## config.mk

```make
export PLATFORM = sky130hd
export DESIGN_NAME = ram_port_arbiter
export DESIGN_NICKNAME = d
export VERILOG_FILES = /design/src/rtl/ram_port_arbiter.sv
export SDC_FILE = /design/constraint.sdc
export NUM_CORES = 1
export LEC_CHECK = 0
export ABC_AREA = 0
export BUFFER_PORTS_ARGS = -buffer_cell sky130_fd_sc_hd__buf_4
export CAP_MARGIN = 20
export CORE_MARGIN = 3
export CORE_UTILIZATION = 35
export DETAILED_ROUTE_END_ITERATION = 10
export PLACE_DENSITY = 0.68
export SYNTH_ARGS = -nofsm -noshare
export SYNTH_HDL_FRONTEND = slang
export SYNTH_SLANG_ARGS = --single-unit
```

## constraint.sdc

```tcl
create_clock -name clk -period 1.9 [get_ports clk]
set_input_delay 0.475 -clock clk [delete_from_list [all_inputs] [get_ports clk]]
set_output_delay 0.475 -clock clk [all_outputs]
set_load 0.1 [all_outputs]
```

## src/rtl/ram_port_arbiter.sv

```systemverilog
// Two-requester (CPU, SPI) arbiter onto a single synchronous-read RAM port.
// Define RAM_PORT_ARB_FIXED_PRIO_EN to make SPI win every tie instead of round-robin.
module ram_port_arbiter #(
    parameter int ADDR_BITS = 16,
    parameter int DATA_BITS = 8
) (
    input  logic                 clk,
    input  logic                 reset,
    input  logic                 hold_cpu,
    input  logic                 cpu_req,
    input  logic                 cpu_we,
    input  logic [ADDR_BITS-1:0] cpu_addr,
    input  logic [DATA_BITS-1:0] cpu_wdata,
    output logic                 cpu_busy,
    output logic                 cpu_ack,
    output logic [DATA_BITS-1:0] cpu_rdata,
    input  logic                 spi_req,
    input  logic                 spi_we,
    input  logic [ADDR_BITS-1:0] spi_addr,
    input  logic [DATA_BITS-1:0] spi_wdata,
    output logic                 spi_ack,
    output logic [DATA_BITS-1:0] spi_rdata,
    output logic                 overflow,
    output logic                 ram_en,
    output logic                 ram_we,
    output logic [ADDR_BITS-1:0] ram_addr,
    output logic [DATA_BITS-1:0] ram_wdata,
    input  logic [DATA_BITS-1:0] ram_rdata
);

    localparam int NUM_REQ = 2;   // index 0 = CPU, 1 = SPI

    typedef enum logic [1:0] {IDLE, ISSUE, WAIT} state_t;

    state_t state;

    logic [NUM_REQ-1:0]                req;
    logic [NUM_REQ-1:0]                we_in;
    logic [NUM_REQ-1:0][ADDR_BITS-1:0] addr_in;
    logic [NUM_REQ-1:0][DATA_BITS-1:0] wdata_in;

    logic [NUM_REQ-1:0]                pend;
    logic [NUM_REQ-1:0]                pend_we;
    logic [NUM_REQ-1:0][ADDR_BITS-1:0] pend_addr;
    logic [NUM_REQ-1:0][DATA_BITS-1:0] pend_wdata;

    logic [NUM_REQ-1:0]                ack;
    logic [NUM_REQ-1:0][DATA_BITS-1:0] rdata;
    logic [NUM_REQ-1:0]                elig;
    logic [NUM_REQ-1:0]                done_mask;

    logic win;
    logic win_we;
    logic grant_sel;

    assign req      = {spi_req, cpu_req};
    assign we_in    = {spi_we, cpu_we};
    assign addr_in  = {spi_addr, cpu_addr};
    assign wdata_in = {spi_wdata, cpu_wdata};

    assign elig      = {pend[1], pend[0] & ~hold_cpu};
    assign done_mask = (state == WAIT) ? (2'b01 << win) : 2'b00;

`ifdef RAM_PORT_ARB_FIXED_PRIO_EN
    assign grant_sel = elig[1];
`else
    logic last;   // last granted requester; the other one wins a tie
    assign grant_sel = elig[1] & (~elig[0] | ~last);
`endif

    // Pending entries; a strobe while pending is dropped, so capture and clear never collide.
    always_ff @(posedge clk) begin
        if (reset) begin
            pend       <= '0;
            pend_we    <= '0;
            pend_addr  <= '0;
            pend_wdata <= '0;
        end else begin
            for (int i = 0; i < NUM_REQ; i++) begin
                if (req[i] && !pend[i]) begin
                    pend[i]       <= 1'b1;
                    pend_we[i]    <= we_in[i];
                    pend_addr[i]  <= addr_in[i];
                    pend_wdata[i] <= wdata_in[i];
                end else if (done_mask[i]) begin
                    pend[i] <= 1'b0;
                end
            end
        end
    end

    always_ff @(posedge clk) begin
        if (reset)
            overflow <= 1'b0;
        else if (|(req & pend))
            overflow <= 1'b1;
    end

    always_ff @(posedge clk) begin
        if (reset) begin
            state     <= IDLE;
            ram_en    <= 1'b0;
            ram_we    <= 1'b0;
            ram_addr  <= '0;
            ram_wdata <= '0;
            ack       <= '0;
            rdata     <= '0;
            win       <= 1'b0;
            win_we    <= 1'b0;
`ifndef RAM_PORT_ARB_FIXED_PRIO_EN
            last      <= 1'b1;
`endif
        end else begin
            ack    <= '0;
            ram_en <= 1'b0;
            ram_we <= 1'b0;
            case (state)
                IDLE: begin
                    if (|elig) begin
                        win       <= grant_sel;
                        win_we    <= pend_we[grant_sel];
                        ram_en    <= 1'b1;
                        ram_we    <= pend_we[grant_sel];
                        ram_addr  <= pend_addr[grant_sel];
                        ram_wdata <= pend_wdata[grant_sel];
`ifndef RAM_PORT_ARB_FIXED_PRIO_EN
                        last      <= grant_sel;
`endif
                        state     <= ISSUE;
                    end
                end
                ISSUE: state <= WAIT;
                WAIT: begin
                    // RAM output now reflects the ISSUE-cycle read
                    if (!win_we)
                        rdata[win] <= ram_rdata;
                    ack[win] <= 1'b1;
                    state    <= IDLE;
                end
                default: state <= IDLE;
            endcase
        end
    end

    assign cpu_ack   = ack[0];
    assign spi_ack   = ack[1];
    assign cpu_rdata = rdata[0];
    assign spi_rdata = rdata[1];
    assign cpu_busy  = pend[0] | ack[0];

endmodule
```

# Yosys cells after proc, flatten, opt, wreduce, memory -nomap -nowiden

Index checks and enable logic that the tools add are counted.

RAM bits: 0
Bits in read-only memories: 0
Register bits: 102
Logic and storage cells: 73
Memories kept: 0
Output and inout bits: 46
Input bits: 63
Latch bits: 0

Bitwise gates (word level): 12
Muxes and demuxes: 19
$mul: 0
Shift operators: 1
Magnitude comparators: 3
Add/sub/neg operators: 0
Div/mod/pow operators: 0
Equal/unequal tests: 3
Reduce and logical (&&, ||, !) cells: 15

Operators by type and width:

| cell                                                                          | number |
|---|---|
| 16-bit two-way mux                                                            | 2 |
| 8-bit two-way mux                                                             | 3 |
| 16-bit bitwise mux                                                            | 1 |
| 8-bit demux with 1-bit select                                                 | 1 |
| 1-bit two-way mux                                                             | 8 |
| 2-bit OR reduction                                                            | 4 |
| 1-bit NOT                                                                     | 7 |
| 1-bit by 2-bit less-than comparator with 1-bit output (second input constant) | 2 |
| 2-bit two-way mux                                                             | 2 |
| 2-bit one-hot mux with 2 select lines                                         | 1 |
| 2-bit AND reduction                                                           | 2 |
| 2-bit nonzero test                                                            | 2 |
| 1-bit logical AND                                                             | 3 |
| 3-bit OR reduction                                                            | 1 |
| 1-bit AND                                                                     | 2 |
| 2-bit AND                                                                     | 1 |
| 2-bit by 1-bit equality test with 1-bit output (second input constant)        | 1 |
| 2-bit equality test (second input constant)                                   | 1 |
| 1-bit logical NOT                                                             | 2 |
| 2-bit logical NOT                                                             | 1 |
| 2-bit != test (second input constant)                                         | 1 |
| 1-bit OR                                                                      | 2 |
| 1-bit by 1-bit << shifter with 2-bit output (first input constant)            | 1 |
| 1-bit demux with 1-bit select                                                 | 1 |
| 1-bit greater-or-equal comparator (second input constant)                     | 1 |

# Depth between registers and ports, before layout

Gate-level depths: netlist of run 1.

Word-level depth: 7
Gate-level depth with buffers: 6
Gate-level depth less buffers: 4

# Worst setup path after synthesis of run 1

OpenSTA, ideal clock, no wires.

Path type: reg-to-output
From: register ack[0]
To: output cpu_busy
Buffers on the path: 0
Cell stages (with the launch flop): 2
Path slack: -78 ps
Arrival: 1503 ps
Cell sequence: dfxtp_1 > or2_2

Word-level cells in the longest chain between the ends: 1

Ends and longest elaborated chain:

| item                            | RTL line | text |
|---|---|---|
| start, declared                 | 47       | `logic [NUM_REQ-1:0] ack;` |
| start signal, assigned          | 106      | `ack <= '0;` |
| start signal, assigned          | 114      | `ack <= '0;` |
| start signal, assigned by index | 137      | `ack[win] <= 1'b1;` |
| 1-bit OR                        | 149      | `assign cpu_busy = pend[0] \| ack[0];` |
| end, declared                   | 14       | `output logic cpu_busy,` |

Every way passes these cells.

# Final worst setup path of run 1

From: register pend[0]
To: output cpu_busy

Word-level cells in the longest chain between the ends: 1

Ends and longest elaborated chain:

| item                            | RTL line | text |
|---|---|---|
| start, declared                 | 42       | `logic [NUM_REQ-1:0] pend;` |
| start signal, assigned          | 74       | `pend <= '0;` |
| start signal, assigned by index | 81       | `pend[i] <= 1'b1;` |
| start signal, assigned by index | 86       | `pend[i] <= 1'b0;` |
| 1-bit OR                        | 149      |  |

Every way passes these cells.

==> results of run 1 <==
-- per-layer routing --
metal / track usage [%] / part of all wire [%] / vias to the layer above
met1: 21.6 / 44 / 1589
met4: 5.35 / 1.5 / 0
li1: - / - / 1734
met2: 27.7 / 50 / 83
met3: 2.93 / 5.3 / 9
met5: 0 / 0 / -
-- state kept, by name (all words and copies together) (netlist names), 8 cells and up --
name and cells:
cpu_rdata 8, ram_addr 16, spi_rdata 8, pend_wdata 16, ram_wdata 8, pend_addr 32
-- tightest hold or removal path, cell delays in order --
cell,delay [ps]
buf_4,110
nand2_1,40
a21oi_1,50
-- layout make-up --
type / count / area share [%]
clock inverters: 6 / 1.18
clock buffers: 10 / 2.71
repair buffers: 125 / 19.5
well taps: 136 / 3.35
multi-input cells: 325 / 33.0
flip-flops and latches: 102 / 40.2
inverters: 1 / 0.0739
-- report_power, final --
group / total, mW / leakage [nW] / switching [mW] / internal (mW)
clock: 1.36 / 0.103 / 0.809 / 0.553
sequential: 2.39 / 0.837 / 0.0990 / 2.29
combinational: 1.32 / 1.12 / 0.931 / 0.387
total: 5.07 / 2.06 / 1.84 / 3.23
-- stage by stage --
| stage | hold WS, ps | setup slack (ps) | power (mW) |
|---|---|---|---|
| after floorplan | 436 | 253 | 3.39 |
| after global placement | 443 | 295 | 3.74 |
| after detailed placement | 447 | 227 | 3.76 |
| after CTS | 323 | 101 | 5.11 |
| after global routing | 321 | 70.4 | 5.31 |
| final | 340 | 124 | 5.07 |
-- worst paths after layout --
path	endpoint	cells after the start	slack, ps	from
min	pend_addr[17]	3	340	spi_addr[1]
max reg2reg	ram_wdata[5]	5	360	pend[0]
min reg2reg	ram_addr[12]	2	450	pend_addr[12]
max	cpu_busy	2	120	pend[0]
-- Yosys cell counts --
library cell  number
and2_1             1
a31oi_1            1
buf_2             15
a311oi_1           1
nor2_1            31
a221oi_1           1
nor2b_1            3
and2b_4            1
o21ai_4            1
o21a_1             2
clkbuf_1          12
nor2_2            11
nor3_1             1
mux2i_1            9
nand2_1          143
a211oi_1           7
dfxtp_1          102
or2_2              1
nand2b_1           2
buf_8              1
or3b_4             1
buf_6              5
nand3b_1           2
a211oi_2          17
a21oi_1           86
nor2_4             1
inv_1              1
nor3b_1            1
or2_1              1
buf_1              2
-- cell families (layout without fill, tap and decap cells) --
family | count (synthesis) | in the layout
muxes | 9 | 9
and+or+nand+nor | 200 | 200
buffers and inverters | 36 | 142
AOI/OAI and AO/OA | 116 | 116
DFF | 102 | 102
==> results.md, run 1 <==
* Post-CTS Hold Buffers at 0
* Die area at 12500 sq um
* Worst skew pair latency at 370 ps
* Buf/Inv on CP at 1
* Post-synth top area share at 52.1%
* CP Cell Sequence: or2_2, buf_4
* Routed via count at 3415
* Global-route wire length before repair at 17.0 mm
* Syn Area/Cell at 8.46 sq um
* Core Region at 10600 sq um
* Status: complete, no violations
* Crit Path Max Fanout at 7
* Post-synth cell types at 30
* Xor/xnor cell area share of the yosys netlist at 0%
* Initial antenna violation count at 0
* GRT Total Usage at 16.5%
* Yosys warns at 0
* Drt drc at 0
* DR pass1 iterations at 4
* Reg clk slew, reported paths at 110 ps
* Data arrival, critical path at 1300 ps
* Synth area leader: dfxtp_1
* Post-Synth Simple-Gate Area at 21.2%
* Max IR drop VDD at 414 uV
* Leak Pwr at 2.06 nW
* Die width at 112 microns
* # clock sinks at 102
* Htree depth at 3
* Worst path max stage delay at 400 ps
* Area delta synth->final at 29.7%
* Non-filler instance count after layout at 705
* Largest family of logic cells by synthesized area: simple AND/OR/NAND/NOR gates
* Gpl congestion at 0.749
* Pins over their slew limit at 0
* Num CTS Buffers at 9
* Setup crit start kind: flip-flop
* Most frequent cells in the layout: nand2_1 (143), buf_4 (121), dfxtp_1 (101), a21oi_1 (86), nor2_1 (31)
* Syn_nets at 526
* Multi-input gate area at 1680 sq um
* CTS tree: built
* Crit path capture type: output pin
* Seq/Total Area, Yosys at 52.1%
* Area share of fa/ha/maj cells after synthesis at 0%
* Via density per instance at 4.84
* Number of global-route vias before repair at 3424
* Nets at 627
* Post-route cell area at 5080 sq um
* Pin count of the biggest net entering global routing at 34
* Root Buffer: clkbuf_8
* Post-DP HPWL at 7.41 mm
* # rows at 37
* Flops & latches, synth at 102
* Sequential Area at 2040 sq um
* Setup repair bufs after CTS at 0
* Max Fclk at 0.563 GHz
* Iteration-0 DRC Markers at 230
* Diode count at 0
* Grt ovf at 0
* Post-Route Skew at 13.6 ps
* Drt wl/cell at 14.6 microns
* Fin crit period at 1780 ps
* Fill cells at 1021
* Max-cap violations at 0
* Hold WC Path Type: in2reg
* Power density cells at 997 nW/um^2
* Layout cells sized above 1 at 31.1%
* Hold Vio Cnt, Final at 0
* Placed cell areas at 4880 sq um
* Measured slew at the worst slew-check pin at 528 ps
* Initial Utilization at 37.0%
* Final worst path period share at 93.5%
* Placed cells at 689
* Routed wire length at 10.3 mm
* Final setup fails at 0
* IO Count at 109
* WS Path Type: reg2out
* RSZ-0062 raised after global routing: false
* CTS max path bufs at 2
* Max-Slew Margin vs Limit at 64.7%
* Post-Syn Area at 3920 sq um
* Count of input and output buffers at 108
* Synth area leaders: dfxtp_1 (52%), nand2_1 (14%), a21oi_1 (11%)
* Crit-path slowest cell: dfxtp_1
* Final Util at 47.9%
* Mux contribution to synthesized area at 2.30%
* Synth Area in Compound Gates at 19.2%
* Worst EP required at 1420 ps
* ANT nets after route at 0
* Most common cell after layout, fill and taps aside: nand2_1
* Worst path top cell family by delay: flip-flops
* CTS resizes at 0
* Setup TNS at 0 ps
* Die Y at 112 microns
* Post-synthesis instance total at 463
Power figures use the tool's default switching activity.
==> run 2: changes to the inputs <==
Settings changed: PLACE_DENSITY 0.68 to unset, PLACE_DENSITY_LB_ADDON set to 0.2.
==> run 2 against run 1 <==
Compared with the run above:
- die area did not move
- combinational power about the same
- largest cell class unchanged
- power down 1.1%
- utilization fell by 0.17 points
- count of clock-buffer cells in the layout unchanged
- clock power is 3% lower
- maximum frequency is 0.27% higher
- flip-flop and latch count did not move
- register-to-register slack better by 20 ps
- wire length decreased by 2.3%
- critical path depth unchanged
- first-iteration DRC count fell by 33%
==> results.md, run 2 (synthesized netlist as in run 1, its figures left out) <==
* Setup WS post-layout at 129 ps
* Count of input and output buffers at 108
* Fill cells at 1049
* Post-route cell area at 5060 sq um
* Placed cell areas at 4860 sq um
* Setup TNS at 0 ps
* ANT nets after route at 0
* Via density per instance at 4.76
* Gpl congestion at 0.740
* Worst EP required at 1420 ps
* Core Region at 10600 sq um
* # rows at 37
* Iteration-0 DRC Markers at 155
* Diode count at 0
* Internal power at 3.20 mW
* Sequential Area at 2040 sq um
* Max IR drop VDD at 395 uV
* Setup crit start kind: flip-flop
* Max Fclk at 0.565 GHz
* Grt ovf at 0
* Worst skew pair latency at 370 ps
* Max reg flops at 32
* Routed wire length at 10.1 mm
* Most common cell after layout, fill and taps aside: nand2_1
* Layout cells sized above 1 at 31.2%
* Nets at 628
* Final Power at 5.01 mW
* Root Buffer: clkbuf_8
* Status: complete, no violations
* Routed via count at 3361
* IO Count at 109
* Hold Path Cell Cnt at 3
* GRT Total Usage at 16.1%
* Post-Route Skew at 17.6 ps
* RSZ-0062 raised after global routing: false
* Crit Path Max Fanout at 7
* # clock sinks at 102
* Max-cap violations at 0
* Worst hold slack at 339 ps
* Num CTS Buffers at 9
* Final worst path period share at 93.2%
* Die Y at 112 microns
* DR pass1 iterations at 5
* Data arrival, critical path at 1300 ps
* Multi-input gate area at 1680 sq um
* P_sw at 1.80 mW
* Post-CTS Hold Buffers at 0
* Pins over their slew limit at 0
* Setup WS pre-CTS at 50.2 ps
* Power density cells at 989 nW/um^2
* Area delta synth->final at 29.3%
* Leak Pwr at 2.05 nW
* Final setup fails at 0
* Most frequent cells in the layout: nand2_1 (143), buf_4 (123), dfxtp_1 (101), a21oi_1 (86), nor2_1 (31)
* Reg clk slew, reported paths at 110 ps
* Pin count of the biggest net entering global routing at 39
* Largest registers: pend_addr (32), pend_wdata (16), ram_addr (16)
* Initial Utilization at 37.0%
* Sw Ratio at 36.0%
* WS Path Type: reg2out
* Measured slew at the worst slew-check pin at 541 ps
* Global-route wire length before repair at 16.4 mm
* Htree depth at 3
* Die width at 112 microns
* Sequential power share at 47.5%
* Number of global-route vias before repair at 3290
* Clock power frac at 26.4%
* Hold Vio Cnt, Final at 0
* Initial antenna violation count at 0
* Crit path capture type: output pin
* Hold WC Path Type: in2reg
* Non-filler instance count after layout at 706
* CTS max path bufs at 2
* Drt wl/cell at 14.3 microns
* Combinational power share at 26.1%
* Largest register by flop count: pend_addr
* Drt drc at 0
* Fin crit period at 1770 ps
* Placed cells at 689
* R2R cell count at 5
* Setup repair bufs after CTS at 0
* Die area at 12500 sq um
* CTS resizes at 0
* Final Util at 47.8%
* Post-DP HPWL at 7.14 mm
* CTS tree: built
* Max-Slew Margin vs Limit at 63.9%
==> run 2: final timing paths <==
| path | startpoint | end | slack, ps |
|---|---|---|---|
| hold / removal | spi_addr[4] | pend_addr[20] | 340 |
| setup reg to reg | pend[0] | ram_addr[0] | 380 |
| hold reg to reg | pend_addr[11] | pend_addr[11] | 460 |
| setup / recovery | pend[0] | cpu_busy | 130 |
==> run 2: routing by layer <==
| layer | vias up | global-route usage, % | part of all wire (%) |
|---|---|---|---|
| li1 | 1731 | - | - |
| met1 | 1536 | 20.9 | 45 |
| met2 | 80 | 26.5 | 49 |
| met3 | 14 | 2.88 | 4.7 |
| met4 | 0 | 6.49 | 1.6 |
| met5 | - | 0 | 0 |
==> run 2: power by group through the flow <==
stage | Combinational [mW] | Clock [mW] | Sequential [mW]
3_5_place_dp | 1.32 | 0 | 2.43
5_1_grt | 1.39 | 1.47 | 2.40
6_report | 1.31 | 1.32 | 2.38
3_3_place_gp | 1.30 | 0 | 2.42
2_1_floorplan | 0.478 | 0 | 2.91
4_1_cts | 1.32 | 1.37 | 2.38
==> run 2: area by class of cell <==
cell class / instances / share of cell area (%)
clock buffer: 10 / 2.72
clock inverter: 6 / 1.04
inverter: 1 / 0.0741
multi-input combinational: 325 / 33.1
sequential: 102 / 40.4
tap: 136 / 3.36
timing repair buffer: 126 / 19.3
==> run 2: critical path, stage by stage, from the launching register on <==
cell and delay (ps):
dfxtp_1 390, or2_2 310, buf_4 230
==> run 3: changes to the inputs <==
Settings changed: CORE_ASPECT_RATIO set to 0.5.
==> run 3 against run 2 <==
Compared with the run above:
- flip-flop and latch count unchanged
- register-to-register slack improved by 80 ps
- critical path type unchanged
- largest cell class unchanged
- clock power increased by 39%
- critical endpoint unchanged
==> results.md, run 3 (synthesized netlist as in run 1, its figures left out) <==
* Die area at 12600 sq um
* Pins over their slew limit at 0
* Diode count at 0
* Crit path capture type: output pin
* Initial Utilization at 37.2%
* Fill cells at 1042
* Max-cap violations at 0
* Data arrival, critical path at 1270 ps
* WS Path Type: reg2out
* IO Count at 109
* Power density cells at 1060 nW/um^2
* ANT nets after route at 0
* CTS max path bufs at 2
* Hold Vio Cnt, Final at 0
* # rows at 26
* Iteration-0 DRC Markers at 113
* Root Buffer: clkbuf_16
* Worst skew pair latency at 340 ps
* Worst EP required at 1420 ps
* Setup repair bufs after CTS at 0
* Routed via count at 3395
* Die Y at 80.8 microns
* Max reg flops at 32
* Die width at 156 microns
* Final Util at 49.3%
* GRT met3 Usage at 5.75%
* Post-Route Skew at 7.56 ps
* CTS resizes at 0
* P_sw at 1.80 mW
* Reg clk slew, reported paths at 70 ps
* Combinational power share at 23.8%
* Setup TNS at 0 ps
* Largest register by flop count: pend_addr
* Clock power frac at 33.2%
* Grt ovf at 0
* Measured slew at the worst slew-check pin at 656 ps
* # clock sinks at 102
* Layout cells sized above 1 at 30.9%
* Max IR drop VDD at 403 uV
* Post-DP HPWL at 6.97 mm
* Nets at 627
* Routed wire length at 10.1 mm
* M2 GR Usage at 27.0%
* Sw Ratio at 32.5%
* Final Power at 5.53 mW
* Leak Pwr at 2.10 nW
* Most frequent cells in the layout: nand2_1 (143), buf_4 (120), dfxtp_1 (101), a21oi_1 (86), nor2_1 (31)
* CTS tree: built
* Final worst path period share at 91.9%
* Most common cell after layout, fill and taps aside: nand2_1
* Internal power at 3.73 mW
* RSZ-0062 raised after global routing: false
* Placed cells at 693
* Final setup fails at 0
* Grt met1 use at 21.6%
* Max-Slew Margin vs Limit at 56.0%
* Pin count of the biggest net entering global routing at 37
* Largest registers: pend_addr (32), pend_wdata (16), ram_addr (16)
* Sequential power share at 43.0%
* Num CTS Buffers at 9
* Hold WC Path Type: in2reg
* Setup crit start kind: flip-flop
* Count of input and output buffers at 108
* Status: complete, no violations
* Fin crit period at 1750 ps
* Initial antenna violation count at 0
* Max Fclk at 0.573 GHz
* GRT Total Usage at 16.7%
* Drt drc at 0
* Crit Path Max Fanout at 7
* DR pass1 iterations at 4
* Core Region at 10500 sq um
* Drt wl/cell at 14.2 microns
* Global-route wire length before repair at 16.6 mm
* Number of global-route vias before repair at 3375
* Post-CTS Hold Buffers at 0
* Non-filler instance count after layout at 709
* Area delta synth->final at 32.7%
* Top Usage Layer GRT: met2
* Via density per instance at 4.79
* Htree depth at 3
* Gpl congestion at 0.725
[run 3: cell types whose count changed in the layout (fill, tap and decap cells not counted)]
cell,delta
clkbuf_1,+1
clkinv_2,+1
bufinv_16,+1
inv_8,-1
buf_4,-3
inv_6,-2
buf_12,+2
clkbuf_8,-9
clkbuf_16,+9
[run 3: routing by layer]
| metal | wire [microns] | vias to the layer above |
|---|---|---|
| met5 | 0 | - |
| met2 | 4610 | 70 |
| met1 | 4770 | 1587 |
| met4 | 92 | 0 |
| li1 | - | 1730 |
| met3 | 587 | 8 |
[run 3: worst max-delay path, stage by stage (launching register included)]
cell and delay (ps):
dfxtp_1 380, or2_2 320, buf_4 230
[run 3: stage by stage]
| stage | cell area (sq um) | hold WS [ps] | setup slack [ps] |
|---|---|---|---|
| after floorplan | 3920 | 436 | 253 |
| after global placement | 4880 | 441 | 66.4 |
| after detailed placement | 4900 | 447 | 265 |
| after CTS | 5200 | 362 | 141 |
| after global routing | 5200 | 367 | 104 |
| final | 5200 | 372 | 153 |
[run 3: power groups by stage]
stage | Sequential (mW) | Combinational (mW) | Clock [mW]
2_1_floorplan | 2.91 | 0.478 | 0
3_3_place_gp | 2.43 | 1.32 | 0
3_5_place_dp | 2.43 | 1.33 | 0
4_1_cts | 2.38 | 1.33 | 1.88
5_1_grt | 2.40 | 1.42 | 1.97
6_report | 2.38 | 1.32 | 1.83
[run 3: layout make-up]
class                      instances  area, sq um  area share (%)
clock buffer                      11          243            4.67
clock inverter                     5         58.8            1.13
tap                              140          175            3.37
sequential                       102         2040            39.3
multi-input combinational        325         1680            32.3
inverter                           1         3.75          0.0722
timing repair buffer             125          996            19.2
[run 3: path summary, 6_finish.rpt]
kind	slack (ps)	endpoint	cells after the start	start
max	150	cpu_busy	2	pend[0]
max reg2reg	460	cpu_rdata[4]	4	state[1]
min reg2reg	460	pend_addr[11]	2	pend_addr[11]
min	370	spi_rdata[1]	3	ram_rdata[1]
